**src/rtl/sdr_pkt_pkg.sv**
```systemverilog
// Shared tags, FSM states and packet lengths for the host serial packet path.
// PKT_CHECKSUM_EN lengthens every packet by one XOR trailer byte.
package sdr_pkt_pkg;

   localparam logic [3:0] TAG_I    = 4'b1000;
   localparam logic [3:0] TAG_Q    = 4'b0100;
   localparam logic [3:0] TAG_STAT = 4'b1100;

   typedef enum logic [2:0] {
      S_IDLE,
      S_SEND,
      S_WAIT_HI,
      S_WAIT_LO,
      S_NEXT
   } tx_state_t;

`ifdef PKT_CHECKSUM_EN
   localparam logic [3:0] IQ_PKT_LEN   = 4'd11;
   localparam logic [3:0] STAT_PKT_LEN = 4'd6;
`else
   localparam logic [3:0] IQ_PKT_LEN   = 4'd10;
   localparam logic [3:0] STAT_PKT_LEN = 4'd5;
`endif

   // XOR of the four 7-bit payload fields of one word.
   function automatic logic [6:0] payload_xor(input logic [31:0] w);
      return w[6:0] ^ w[14:8] ^ w[22:16] ^ w[30:24];
   endfunction

endpackage

```
**src/rtl/pkt_word_enc.sv**
```systemverilog
// Combinational framer: picks the header or one 7-bit payload byte of a word.
module pkt_word_enc
   import sdr_pkt_pkg::*;
(
   input  logic [31:0] word,
   input  logic [3:0]  tag,
   input  logic [2:0]  slot,
   output logic [7:0]  enc_byte
);

   // Header carries the four bit-7s that the 7-bit payload bytes cannot.
   always_comb begin
      case (slot)
         3'd0:    enc_byte = {tag, word[31], word[23], word[15], word[7]};
         3'd1:    enc_byte = {1'b0, word[6:0]};
         3'd2:    enc_byte = {1'b0, word[14:8]};
         3'd3:    enc_byte = {1'b0, word[22:16]};
         3'd4:    enc_byte = {1'b0, word[30:24]};
         default: enc_byte = 8'h00;
      endcase
   end

endmodule

```
**src/rtl/iq_pkt_tx_sched.sv**
```systemverilog
// Round-robin packet scheduler sharing the host serial transmitter between the
// I/Q stream and status replies. Define PKT_CHECKSUM_EN for an XOR trailer byte.
module iq_pkt_tx_sched
   import sdr_pkt_pkg::*;
#(
   parameter int BUSY_TIMEOUT = 255,
   parameter int DROP_CNT_W   = 8
)(
   input  logic                  clk,
   input  logic                  rst,
   input  logic                  iq_valid,
   input  logic [31:0]           iq_i,
   input  logic [31:0]           iq_q,
   input  logic                  stat_req,
   input  logic [31:0]           stat_word,
   output logic                  stat_ack,
   output logic [7:0]            tx_byte,
   output logic                  tx_send,
   input  logic                  tx_busy,
   output logic                  pkt_active,
   output logic [DROP_CNT_W-1:0] drop_cnt,
   output logic                  timeout_err
);

   localparam int TMR_W = $clog2(BUSY_TIMEOUT + 1);

   logic              iq_full, stat_full;
   logic [31:0]       iq_i_r, iq_q_r, stat_r;
   tx_state_t         state;
   logic [3:0]        byte_idx, nxt_idx, last_idx;
   logic              act_iq, last_gnt_iq, cur_iq;
   logic [31:0]       act_a, act_b, cur_a, cur_b;
   logic [TMR_W-1:0]  timer;
   logic              gnt_iq, gnt_st;
   logic [31:0]       enc_word;
   logic [3:0]        enc_tag;
   logic [2:0]        enc_slot;
   logic [7:0]        enc_byte, nxt_byte;

   always_comb begin
      gnt_iq = (state == S_IDLE) && iq_full   && (!stat_full || !last_gnt_iq);
      gnt_st = (state == S_IDLE) && stat_full && (!iq_full   ||  last_gnt_iq);
   end

   assign last_idx = act_iq ? (IQ_PKT_LEN - 4'd1) : (STAT_PKT_LEN - 4'd1);

   // In IDLE the first byte is framed straight from the granted slot.
   always_comb begin
      cur_iq  = act_iq;
      cur_a   = act_a;
      cur_b   = act_b;
      nxt_idx = byte_idx + 4'd1;
      if (state == S_IDLE) begin
         cur_iq  = gnt_iq;
         cur_a   = gnt_iq ? iq_i_r : stat_r;
         cur_b   = iq_q_r;
         nxt_idx = 4'd0;
      end
      enc_word = cur_a;
      enc_tag  = cur_iq ? TAG_I : TAG_STAT;
      enc_slot = nxt_idx[2:0];
      if (cur_iq && nxt_idx >= 4'd5) begin
         enc_word = cur_b;
         enc_tag  = TAG_Q;
         enc_slot = 3'(nxt_idx - 4'd5);
      end
   end

   pkt_word_enc u_enc (
      .word     (enc_word),
      .tag      (enc_tag),
      .slot     (enc_slot),
      .enc_byte (enc_byte)
   );

`ifdef PKT_CHECKSUM_EN
   always_comb begin
      nxt_byte = enc_byte;
      if (state != S_IDLE && nxt_idx == last_idx)
         nxt_byte = {1'b0, payload_xor(cur_a) ^ (cur_iq ? payload_xor(cur_b) : 7'd0)};
   end
`else
   assign nxt_byte = enc_byte;
`endif

   // Pending slots: a strobe on the grant cycle simply refills the slot.
   always_ff @(posedge clk or posedge rst) begin
      if (rst) begin
         iq_full   <= 1'b0;
         iq_i_r    <= '0;
         iq_q_r    <= '0;
         drop_cnt  <= '0;
         stat_full <= 1'b0;
         stat_r    <= '0;
      end else begin
         if (iq_valid) begin
            iq_i_r  <= iq_i;
            iq_q_r  <= iq_q;
            iq_full <= 1'b1;
            if (iq_full && !gnt_iq && drop_cnt != '1)
               drop_cnt <= drop_cnt + 1'b1;
         end else if (gnt_iq) begin
            iq_full <= 1'b0;
         end
         if (stat_req) begin
            stat_r    <= stat_word;
            stat_full <= 1'b1;
         end else if (gnt_st) begin
            stat_full <= 1'b0;
         end
      end
   end

   always_ff @(posedge clk or posedge rst) begin
      if (rst) begin
         state       <= S_IDLE;
         byte_idx    <= '0;
         act_iq      <= 1'b0;
         act_a       <= '0;
         act_b       <= '0;
         last_gnt_iq <= 1'b0;
         timer       <= '0;
         tx_byte     <= 8'h00;
         tx_send     <= 1'b0;
         stat_ack    <= 1'b0;
         pkt_active  <= 1'b0;
         timeout_err <= 1'b0;
      end else begin
         tx_send  <= 1'b0;
         stat_ack <= 1'b0;
         case (state)
            S_IDLE: begin
               if (gnt_iq || gnt_st) begin
                  act_iq      <= gnt_iq;
                  act_a       <= cur_a;
                  act_b       <= iq_q_r;
                  last_gnt_iq <= gnt_iq;
                  byte_idx    <= '0;
                  tx_byte     <= nxt_byte;
                  tx_send     <= 1'b1;
                  pkt_active  <= 1'b1;
                  state       <= S_SEND;
               end
            end
            S_SEND: begin
               timer <= '0;
               state <= S_WAIT_HI;
            end
            S_WAIT_HI: begin
               if (tx_busy) begin
                  state <= S_WAIT_LO;
               end else if (timer == TMR_W'(BUSY_TIMEOUT)) begin
                  timeout_err <= 1'b1;
                  state       <= S_NEXT;
               end else begin
                  timer <= timer + 1'b1;
               end
            end
            S_WAIT_LO: begin
               if (!tx_busy) state <= S_NEXT;
            end
            S_NEXT: begin
               if (byte_idx == last_idx) begin
                  pkt_active <= 1'b0;
                  stat_ack   <= !act_iq;
                  state      <= S_IDLE;
               end else begin
                  byte_idx <= nxt_idx;
                  tx_byte  <= nxt_byte;
                  tx_send  <= 1'b1;
                  state    <= S_SEND;
               end
            end
            default: state <= S_IDLE;
         endcase
      end
   end

endmodule

```
**config.mk**
```make
export PLATFORM = sky130hd
export DESIGN_NAME = iq_pkt_tx_sched
export DESIGN_NICKNAME = d
export VERILOG_FILES = /design/src/rtl/sdr_pkt_pkg.sv /design/src/rtl/pkt_word_enc.sv /design/src/rtl/iq_pkt_tx_sched.sv
export SDC_FILE = /design/constraint.sdc
export NUM_CORES = 1
export LEC_CHECK = 0
export ABC_AREA = 1
export CORE_ASPECT_RATIO = 1.5
export CORE_MARGIN = 8
export CORE_UTILIZATION = 49
export CTS_CLUSTER_DIAMETER = 30
export DETAILED_ROUTE_END_ITERATION = 6
export PLACE_DENSITY = 0.83
export SETUP_SLACK_MARGIN = 0.15
export SLEW_MARGIN = 20
export SYNTH_ARGS = -nofsm -noshare
export SYNTH_HDL_FRONTEND = slang
export SYNTH_SLANG_ARGS = --single-unit
```
**constraint.sdc**
```tcl
create_clock -name clk -period 12.15 [get_ports clk]
set_input_delay 2.43 -clock clk [delete_from_list [all_inputs] [get_ports clk]]
set_output_delay 2.43 -clock clk [all_outputs]
set_load 0.05 [all_outputs]
```
* Word-level counts from Yosys, hierarchy flattened *
Cells that the tools add are included.
Widths: inputs -> output; s select.

word-level totals
  bits in registers = 198
  latch bits = 0
  RAM bits = 0
  ROM bits = 0
  input port bits = 101
  output and inout bits = 20
  logic and storage cells = 106
  memories = 0

cells by class
  add/sub/neg operators = 4
  multipliers = 0
  div/mod/pow operators = 0
  $lt $le $gt $ge = 1
  equality and inequality tests = 18
  shifts and indexed selects = 0
  multiplexer cells = 38
  bitwise gates (word level) = 1
  reductions and logical operators = 27

operators with widths
  operator             number
  $mux 32              4
  $pmux 8 s5           1
  $mux 8               4
  $pmux 8 s2           2
  $mux 4               5
  $mux 3               6
  $add 8x1->8 const B  2
  $pmux 3 s5           1
  $reduce_and 3->1     5
  $eq 3x2->1 const B   4
  $mux 1               12
  $ne 2x2->1 const B   5
  $eq 8x8->1 const B   1
  $ne 8x8->1 const B   1
  $pmux 4 s2           1
  $reduce_bool 2->1    4
  $logic_and 1x1->1    7
  $eq 3x1->1 const B   2
  $eq 3x3->1 const B   2
  $logic_not 3->1      2
  $add 4x1->4 const B  1
  $eq 4x4->1           1
  $ge 4x3->1 const B   1
  $logic_not 1->1      4
  other kinds (7)      11

* Depth between registers and ports, before layout *
  word-level depth = 10
  mapped depth = 21
  gate-level depth less buffers = 19

* Cells and area by module *
A second synthesis with hierarchy kept.

unflattened totals
  cells, all modules = 1,358
  area, all modules = 10,075.9 sq um

modules (own cells, without submodules)
  module           instances  cells each  area an instance (sq um)  sequential area each (sq um)
  iq_pkt_tx_sched  1          1,273       9,665.5                   4,954.8
  pkt_word_enc     1          85          410.4                     0.0

* Worst setup path before layout *
OpenSTA, ideal clock, no wires.

  path kind = input to register
  start = in iq_valid
  end = reg drop_cnt[7]
  arrival = 3.425 ns
  data required time = 12.009 ns
  setup slack = 8.584 ns
  stages = 5
  path buffers = 1
  path through = clkbuf_1 nand4_1 nor2_1 nand4_1 xnor2_1

between the ends
  cells in the longest elaborated chain, start to end = 1

RTL lines
  element                     line                    RTL
  start, declared             iq_pkt_tx_sched.sv:11   input logic iq_valid,
  $reduce_and 2->1 (no line)  --
  end signal, assigned        iq_pkt_tx_sched.sv:101  drop_cnt <= drop_cnt + 1'b1;
  end, declared               iq_pkt_tx_sched.sv:21   output logic [DROP_CNT_W-1:0] drop_cnt,

No other way between the ends.
A chain may end at the register's enable or synchronous reset.

* Worst setup path after layout *
  start = reg state[1]
  end = reg tx_byte[1]

between the ends
  cells in the longest elaborated chain, start to end = 10
  elaborated cells on any way between the ends = 30
  classes of those cells = add/sub: 1; order compare: 1; eq/ne: 7; mux: 11; reduce/logical: 10

RTL lines
  element                                                              line                    RTL
  start, declared                                                      iq_pkt_tx_sched.sv:29   tx_state_t state;
  start signal, assigned                                               iq_pkt_tx_sched.sv:116  state <= S_IDLE;
  start signal, assigned                                               iq_pkt_tx_sched.sv:142  state <= S_SEND;
  start signal, assigned                                               iq_pkt_tx_sched.sv:147  state <= S_WAIT_HI;
  parallel branches: the longest is 10 deep, another holds $ge 4x3->1  --
  end signal, assigned                                                 iq_pkt_tx_sched.sv:139  tx_byte <= nxt_byte;
  end signal, assigned                                                 iq_pkt_tx_sched.sv:169  tx_byte <= nxt_byte;
  end, declared                                                        iq_pkt_tx_sched.sv:17   output logic [7:0] tx_byte,

Parallel ways; which one is timed is not known. The select of a mux whose other input is x is not followed.

==> qor.yml <==
worst_setup_path:
  critical_path_arrival_ns: 5.20
  required_ns: 12.47
  start_kind: "flip-flop"
  crit_type: "reg -> reg"
  slowest_stage: "inv_2"
  timing.rr.end: "tx_byte[1]"
  reg2reg_depth: 18
  crit_path_max_fanout: 48
  crit_chain: "nor2_2, nand2_2, inv_2, nor2_2, inv_2, ha_1, inv_1, or2_2, nand3_1, nand2_2, nand2_2, nand2_1, nand2_1, nor2_1, nand3_1, nand3_1, o21bai_1, nand2_1"
  ff2ff_setup_slack_ns: 7.26
  endpoint_kind: "flip-flop"
  worstReg2RegStart: "state[1]"
  slowest_delay_ns: 0.80
power:
  p_comb_share_pct: 48.5
  leakage_nw: 5.67
  power_switching_mw: 1.39
  clockPowerShare_pct: 19.6
  p_int_mw: 1.57
  netSwitchingFraction_pct: 47.0
  vdd_drop_max_v: 0.000156
  pwr-share-seq_pct: 31.9
  powerDensity_nw_per_um2: 258
worst_hold_path:
  hold-path-cell-count: 1
  hold_start: "timeout_err"
  hold_path_end: "timeout_err"
  worstHoldPathType: "reg -> reg"
cells_and_area:
  nNetsFinal: 1425
  postLayoutCoreUtil_pct: 58.7
  synthToLayoutAreaGrowth_pct: 19.1
  fill_cells: 1787
  drive_gt1_share_pct: 5.33
  fin_cells: 1591
  n_antenna_cell: 0
  design_area_um2: 11500
route:
  totalWireLength_um: 24600
  drt-met1-wl_um: 10200
  viasPerCell: 5.27
  drc: 0
  drt_iter0_markers: 761
  dr.pass1.iters: 6
  highest_layer: "met4"
  route.met2.wl_um: 12500
  routedWlPerCell_um: 15.5
  ant_nets: 0
  num_vias: 8378
  wl_met3_um: 1090
place:
  numPortBuffers: 120
  gp_congestion: 0.949
  hpwl_um: 17500
  place_area_um2: 10900
  dp_cells: 1560
  dpl_worst_slack_ns: 7.38
synthesis:
  ys_top_cells_by_count: "457 x nand2_1, 198 x dfrtp_1, 178 x o21ai_0"
  async_flop_share_pct: 100
  synth_simple_gate_area_share_pct: 27.4
  synth-xor-area-share_pct: 0.728
  synth_adder_area_share_pct: 0.650
  synth-edff-count: 0
  synthMuxAreaShare_pct: 0.117
  seq_area_frac_synth_pct: 51.5
  synthDominantCellAreaShare_pct: 51.5
  yosysTopAreaCell: "dfrtp_1"
  synth_nets: 1353
  synth_cells: 1247
  synth_compound_area_share_pct: 11.8
  synth.most_common_cell: "nand2_1"
  synth_top_family_by_area: "simple AND/OR/NAND/NOR gates"
  synth-seq-cells: 198
  synth_ff_type: "dfrtp_1"
  yosysWarnings: 0
  syn_area_per_cell_um2: 7.72
  synth_area_um2: 9630
  synth_area_leaders: "dfrtp_1 51%, nand2_1 18%, o21ai_0 9.3%"
  ys_types: 35
sta:
  layout_min_cycle_time_ns: 4.89
  finalHoldViolCount: 0
  max_slew_margin_pct: 37.6
  setup_viol: 0
  final.setup.tns_ns: 0
  clock_skew_ns: 0.00785
  fmax_mhz: 205
  finalCritPeriodShare_pct: 40.2
  drv_slew: 0
  tightest_slew_ns: 0.936
  timing.final.ws_setup_ns: 7.26
  rsz0062_at_grt: "false"
floorplan:
  start_util_pct: 49.3
  die_h_um: 188
  die_area_um2: 24500
  die_x_um: 130
  coreArea_um2: 19500
  fp-row-count: 63
  pin_count: 121
global_routing:
  track_usage_pct: 20.7
  grt_pass1_vias: 8264
  antenna_found_initial: 0
  grt_overflow: 0
  grt_first_pass_wirelength_um: 40600
  grt_max_degree: 127
clock_tree:
  cts_tree: "yes"
  cts_sinks: 198
  cts_root_buf: "clkbuf_16"
  clk_path_buf_depth: 2
  cts_resized: 0
  tritoncts.num_buffers: 17
  cts_max_level: 4
  clock_latency_ns: 0.44
  cts_hold_buf: 0
  clkSlewWorstSetupHoldPaths_ns: 0.08
  post_cts_buffers: 0
run:
  max_cap_viol_count: 0
outcome:
  status: "completed"
==> placed cells by master, fill, tap and decap left out, drive strengths merged, types with 7 or more instances in the layout <==
| master | n |
|---|---|
| nand2 | 468 |
| dfrtp | 198 |
| o21ai | 182 |
| clkdlybuf4s50 | 119 |
| inv | 119 |
| nand3 | 83 |
| nor2 | 35 |
| nand4 | 31 |
| clkbuf | 17 |
| a21oi | 15 |
| nor3 | 8 |
| clkinv | 7 |
==> registers in the layout, summed over array words and instances (netlist names) <==
name,cells
act_a,32
act_b,32
iq_i_r,32
iq_q_r,32
stat_r,32
drop_cnt,8
timer,8
tx_byte,8
byte_idx,4
state,3
iq_full,1
last_gnt_iq,1
pkt_active,1
stat_ack,1
stat_full,1
timeout_err,1
tx_send,1
==> cell type report <==
class	instances	area (um2)	area share, %
Sequential cell	198	4950	43.2
Clock buffer	17	425	3.71
Timing Repair Buffer	125	1240	10.8
Inverter	114	435	3.80
Multi-Input combinational cell	863	3930	34.2
Clock inverter	14	169	1.47
Tap cell	260	325	2.84
==> per-stage QoR <==
| stage | hold WS (ns) | total power, mW |
|---|---|---|
| 2_1_floorplan | 0.437 | 2.00 |
| 3_5_place_dp | 0.451 | 2.36 |
| 5_1_grt | 0.491 | 3.17 |
| 6_report | 0.464 | 2.95 |
| 4_1_cts | 0.469 | 2.95 |
| 3_3_place_gp | 0.449 | 2.33 |
==> worst max-delay path, delay by kind of cell, from the launching register on <==
kind / cells / cell delay, ns
fa+ha+maj: 1 / 0.17
flops: 1 / 0.41
buf+inv: 3 / 0.97
simple gates: 13 / 3.04
compound gates: 1 / 0.13
==> how the worst max path moves through the flow <==
stage / startpoint / slack, ns / to / cells after the start
final: state[1] / 7.26 / tx_byte[1] / 18
after CTS: state[1] / 7.33 / tx_byte[1] / 18
after floorplan: rst / 4.32 / act_a[0] / 1
after global placement: state[1] / 7.49 / tx_byte[1] / 18
after global routing: state[1] / 6.79 / tx_byte[1] / 18
after detailed placement: state[1] / 7.38 / tx_byte[1] / 18
==> power by group through the flow <==
stage               clock [mW]  combinational (mW)  sequential (mW)
finish                   0.578                1.43            0.944
global route             0.609                1.60            0.962
CTS                      0.582                1.43            0.942
detailed placement           0                1.41            0.953
global placement             0                1.38            0.944
floorplan                    0               0.989             1.01
==> cell families (layout without fill, tap and decap cells) <==
logic type / after synthesis / count (layout)
xor+xnor: 8 / 8
fa+ha+maj: 5 / 5
simple gates: 632 / 632
mux: 1 / 1
buf+inv: 186 / 270
compound gates: 217 / 217
flops: 198 / 198
==> routing by layer <==
metal / vias up / track usage [%]
met4: 0 / 9.09
li1: 4136 / -
met2: 248 / 35.2
met5: - / 0
met3: 53 / 2.79
met1: 3941 / 25.4
No activity file was read; power rests on OpenSTA's default activity.
